`config.mk`:
```
export PLATFORM = sky130hd
export DESIGN_NAME = bram_dump_reader
export DESIGN_NICKNAME = d
export VERILOG_FILES = /design/src/rtl/bram_dump_reader.sv
export SDC_FILE = /design/constraint.sdc
export NUM_CORES = 1
export LEC_CHECK = 0
export ABC_AREA = 1
export BUFFER_PORTS_ARGS = -buffer_cell sky130_fd_sc_hd__buf_4
export CAP_MARGIN = 20
export CORE_UTILIZATION = 30
export CTS_CLUSTER_DIAMETER = 80
export DETAILED_ROUTE_END_ITERATION = 8
export PLACE_DENSITY = 0.48
export SETUP_SLACK_MARGIN = 0.4
export SYNTH_ARGS = -nofsm -noshare
export SYNTH_HDL_FRONTEND = slang
export SYNTH_SLANG_ARGS = --single-unit
```
`constraint.sdc`:
```
create_clock -name clk -period 1.7 [get_ports clk]
set_clock_uncertainty 0.1 [all_clocks]
set_input_delay 0.085 -clock clk [delete_from_list [all_inputs] [get_ports clk]]
set_output_delay 0.085 -clock clk [all_outputs]
set_load 0.05 [all_outputs]
```
`src/rtl/bram_dump_reader.sv`:
```
// Walks an inclusive (wrapping) RAM address range and streams each word out MSB-first as bytes.
// Latency: first byte valid 2 edges after start; each word costs BYTES transfer cycles + 1 fetch cycle.
// Backpressure: o_tx_data/o_tx_valid hold while i_tx_ready is low, for any stall length.
module bram_dump_reader #(
    parameter int ADDRESS_BITS = 8,
    parameter int DATA_BITS    = 32
) (
    input  logic                    clk,
    input  logic                    rst,
    input  logic                    i_start,
    input  logic [ADDRESS_BITS-1:0] i_first_addr,
    input  logic [ADDRESS_BITS-1:0] i_last_addr,
    output logic [ADDRESS_BITS-1:0] o_mem_address,
    input  logic [DATA_BITS-1:0]    i_mem_data,
    output logic [7:0]              o_tx_data,
    output logic                    o_tx_valid,
    input  logic                    i_tx_ready,
    output logic                    o_busy,
    output logic                    o_done
);

    localparam int BYTES = DATA_BITS / 8;
    localparam int CNT_W = (BYTES > 1) ? $clog2(BYTES) : 1;
    localparam logic [CNT_W-1:0] LAST_CNT = CNT_W'(BYTES - 1);

    typedef enum logic [1:0] {
        IDLE,
        FETCH,
        SEND
    } state_t;

    state_t                  state;
    logic [ADDRESS_BITS-1:0] last_addr;
    logic [DATA_BITS-1:0]    word_q;
    logic [CNT_W-1:0]        byte_cnt;
    logic [DATA_BITS-1:0]    word_shift;

    // The next byte to present is always the top byte of the word shifted left by one byte.
    always_comb begin
        word_shift = word_q << 8;
    end

    // Dump sequencer: latch range, fetch a word, serialize it, advance or finish.
    always_ff @(posedge clk or negedge rst) begin
        if (!rst) begin
            state         <= IDLE;
            last_addr     <= '0;
            word_q        <= '0;
            byte_cnt      <= '0;
            o_mem_address <= '0;
            o_tx_data     <= '0;
            o_tx_valid    <= 1'b0;
            o_busy        <= 1'b0;
            o_done        <= 1'b0;
        end else begin
            o_done <= 1'b0;
            case (state)
                IDLE: begin
                    if (i_start) begin
                        last_addr     <= i_last_addr;
                        o_mem_address <= i_first_addr;
                        o_busy        <= 1'b1;
                        state         <= FETCH;
                    end
                end
                FETCH: begin
                    // Address was stable across the falling edge, so the RAM word is valid here.
                    word_q     <= i_mem_data;
                    o_tx_data  <= i_mem_data[DATA_BITS-1 -: 8];
                    o_tx_valid <= 1'b1;
                    byte_cnt   <= '0;
                    state      <= SEND;
                end
                SEND: begin
                    // o_tx_valid is always high in SEND, so ready alone marks a transfer.
                    if (i_tx_ready) begin
                        if (byte_cnt != LAST_CNT) begin
                            word_q    <= word_shift;
                            o_tx_data <= word_shift[DATA_BITS-1 -: 8];
                            byte_cnt  <= byte_cnt + CNT_W'(1);
                        end else begin
                            o_tx_valid <= 1'b0;
                            if (o_mem_address == last_addr) begin
                                o_busy <= 1'b0;
                                o_done <= 1'b1;
                                state  <= IDLE;
                            end else begin
                                o_mem_address <= o_mem_address + ADDRESS_BITS'(1);
                                state         <= FETCH;
                            end
                        end
                    end
                end
                default: state <= IDLE;
            endcase
        end
    end

endmodule

```
==> results.cfg <==
[worst_setup_path]
crit_buf_inv = 0
crit_top_cell = nand2_2
critPathMaxFanout = 5
crit_family = simple AND/OR/NAND/NOR gates
worstSetupPathType = register to register
cp-start-kind = register
cp_cell_sequence = xnor2_2 > nand2_1 > nor2_4 > nand3_4 > nand2_4 > nand2_2 > nand2_2
arrival_ns = 1.63
slowest_delay_ns = 0.46
critPathSlowestCell = dfrtp_2
critPathRequiredTime_ns = 1.85
cp-end-kind = register

[routing]
ant_nets = 0
dr.pass1.iters = 4
vias_per_cell = 4.60
drt_iter0_drc = 123
wire_per_inst_um = 12.7
dr_total_vias = 2735
totalWireLength_mm = 7.54
route.detailed.drc = 0

[finish]
area_growth_pct = 64.8
nets = 540
layout-drive-gt1-share_pct = 36.3
antenna_cells = 0

[clock_network]
cts.sinks = 55
htree_levels = 2
clk_pin_slew_ns = 0.10
clk_root_buffer_cell = clkbuf_8
clk_latency_ns = 0.31
cts_buffers = 5
clockBufferDepth = 2
cts_tree = done

[logic_synthesis]
yosysMostFrequentCell = nand2_1
ys_ff_latch = 55
synthFlopType = dfrtp_1
ys_seq_area_share_pct = 51.5
synth_simple_gate_area_share_pct = 30.4
yosys.area.top_type_share_pct = 51.5
synth_compound_area_share_pct = 9.27
synth_edf_count = 0
synth_area_per_cell_um2 = 7.90
synthMuxAreaShare_pct = 1.26
yosys-top-cells-area = dfrtp_1 (52%), nand2_1 (17%), nor2_1 (7.4%)
synth_area_mm2 = 0.00267
synthCells = 338
synthArstFlopShare_pct = 100
synth_top_family_by_area = simple AND/OR/NAND/NOR gates
synth_common_cells = nand2_1 (120), dfrtp_1 (55), nor2_1 (53)
yosysTopAreaCell = dfrtp_1
synth_adder_area_share_pct = 0.937
yosysWarnings = 0
synth_xor_area_share_pct = 0.984
synth_cell_types = 24
synth_fp_nets = 392

[place]
dp_hpwl_mm = 4.74
port_buffers = 70
gp_congestion = 0.784

[timing]
drv_slew = 0
fmax_mhz = 676
tightest_slew_ns = 0.698
fin_crit_ns = 1.48
fin_crit_sh_pct = 87.0
relSlewSlack_pct = 53.5
totalNegativeSetupSlack_ns = 0
rsz0062_at_grt = yes
finalHoldViolCount = 0
final-setup-viol-count = 0

[min_path]
hold_class = input port to register

[power_and_ir_drop]
power_leakage_uw = 0.00209
powerDensity_mw_per_mm2 = 1790
irDropWorstVdd_mv = 0.626
power_uw = 7880

[die]
io_pins = 71
die_h_um = 96.4
die-area_mm2 = 0.00929
core_area_mm2 = 0.00868
die_x_um = 96.4
rows = 34
initial_utilization_pct = 30.8

[run]
cap_violations = 0

[status]
outcome = completed

[global_route]
grt.overflow.total = 0
grt_pass1_vias = 2553
track_usage_pct = 16.8
antenna_found_initial = 0
grt_pass1_wl_mm = 11.8
grt_max_degree = 56
==> metrics by stage <==
| stage | worst slack (ns) | std cells | util [%] | cell area, µm² | hold slack [ns] |
|---|---|---|---|---|---|
| CTS | 0.232 | 586 | 47.8 | 4150 | 0.00335 |
| detailed placement | 0.0901 | 518 | 39.5 | 3420 | 0.0936 |
| global placement | 0.146 | 518 | 39.5 | 3420 | 0.0908 |
| global route | 0.127 | 595 | 50.7 | 4400 | 0.0168 |
| finish | 0.221 | 595 | 50.7 | 4400 | 0.00420 |
| floorplan | 0.163 | 338 | - | 2710 | -0.311 |
==> sequential cells by signal, summed over array words and instances, names as in the netlist <==
| name | count |
|---|---|
| o_tx_valid | 1 |
| last_addr | 8 |
| word_q | 24 |
| state | 2 |
| o_done | 1 |
| o_busy | 1 |
| o_mem_address | 8 |
| byte_cnt | 2 |
| o_tx_data | 8 |
==> what timing repair did <==
action | in CTS | in global routing
pin swaps | 8 | 10
hold endpoints to repair | 97 | 0
hold buffers | 42 | 0
endpoints found under the setup margin | 47 | 56
cloned | 3 | 3
resized for setup | 14 | 41
buffers inserted | 15 | 6
==> layout by cell type, fill, tap and decap left out, types with 7 or more instances in the layout <==
master	n
nand2_1	108
buf_4	90
dfrtp_1	47
nor2_1	42
dlygate4sd3_1	42
a31oi_1	23
nand3_1	19
buf_6	13
nand2_2	11
o21ai_0	11
nor2_2	10
inv_2	9
inv_1	8
dfrtp_2	8
clkbuf_8	7
==> tightest hold or removal path, cell delays in order <==
cell	delay, ns
buf_4	0.08
nand2_1	0.04
nand2_1	0.06
nand3_1	0.07
nand2_1	0.06
==> worst paths after layout <==
kind | start | endpoint | slack (ns) | cells past startpoint
worst max-delay path | o_mem_address[6] | o_mem_address[2] | 0.22 | 7
worst min-delay path | i_first_addr[6] | o_mem_address[6] | 0.004 | 5
worst max register to register | o_mem_address[6] | o_mem_address[2] | 0.22 | 7
worst min register to register | o_tx_valid | o_tx_valid | 0.39 | 2
max in group asynchronous | rst | o_mem_address[5] | 0.74 | 2
min in group asynchronous | rst | o_tx_data[7] | 0.26 | 2
==> report_power, final <==
group | internal, µW | switching (µW)
logic | 2090 | 2610
clock network | 373 | 425
registers | 1940 | 435
==> metal layers <==
metal	GRT usage [%]	vias up	part of all wire, %
met5	0	-	0
met3	2.61	6	3.8
met1	23.9	1278	49
met2	26.7	54	46
li1	-	1397	-
met4	4.04	0	0.86
==> kinds of logic (layout without fill, tap and decap cells) <==
group / Yosys count / in the layout
AOI/OAI and AO/OA: 43 / 43
xor gates and xnor gates: 3 / 3
adders and majority gates: 2 / 2
buffers and inverters: 31 / 177
DFF: 55 / 55
muxes: 3 / 3
and+or+nand+nor: 201 / 204
==> cell type report <==
type | instances | area, µm²
Sequential cell | 55 | 1390
Tap cell | 108 | 135
Fill cell | 902 | 4280
Timing Repair Buffer | 152 | 1400
Multi-Input combinational cell | 255 | 1320
Clock buffer | 8 | 100
Inverter | 17 | 63.8
Power figures use the tool's default switching activity.
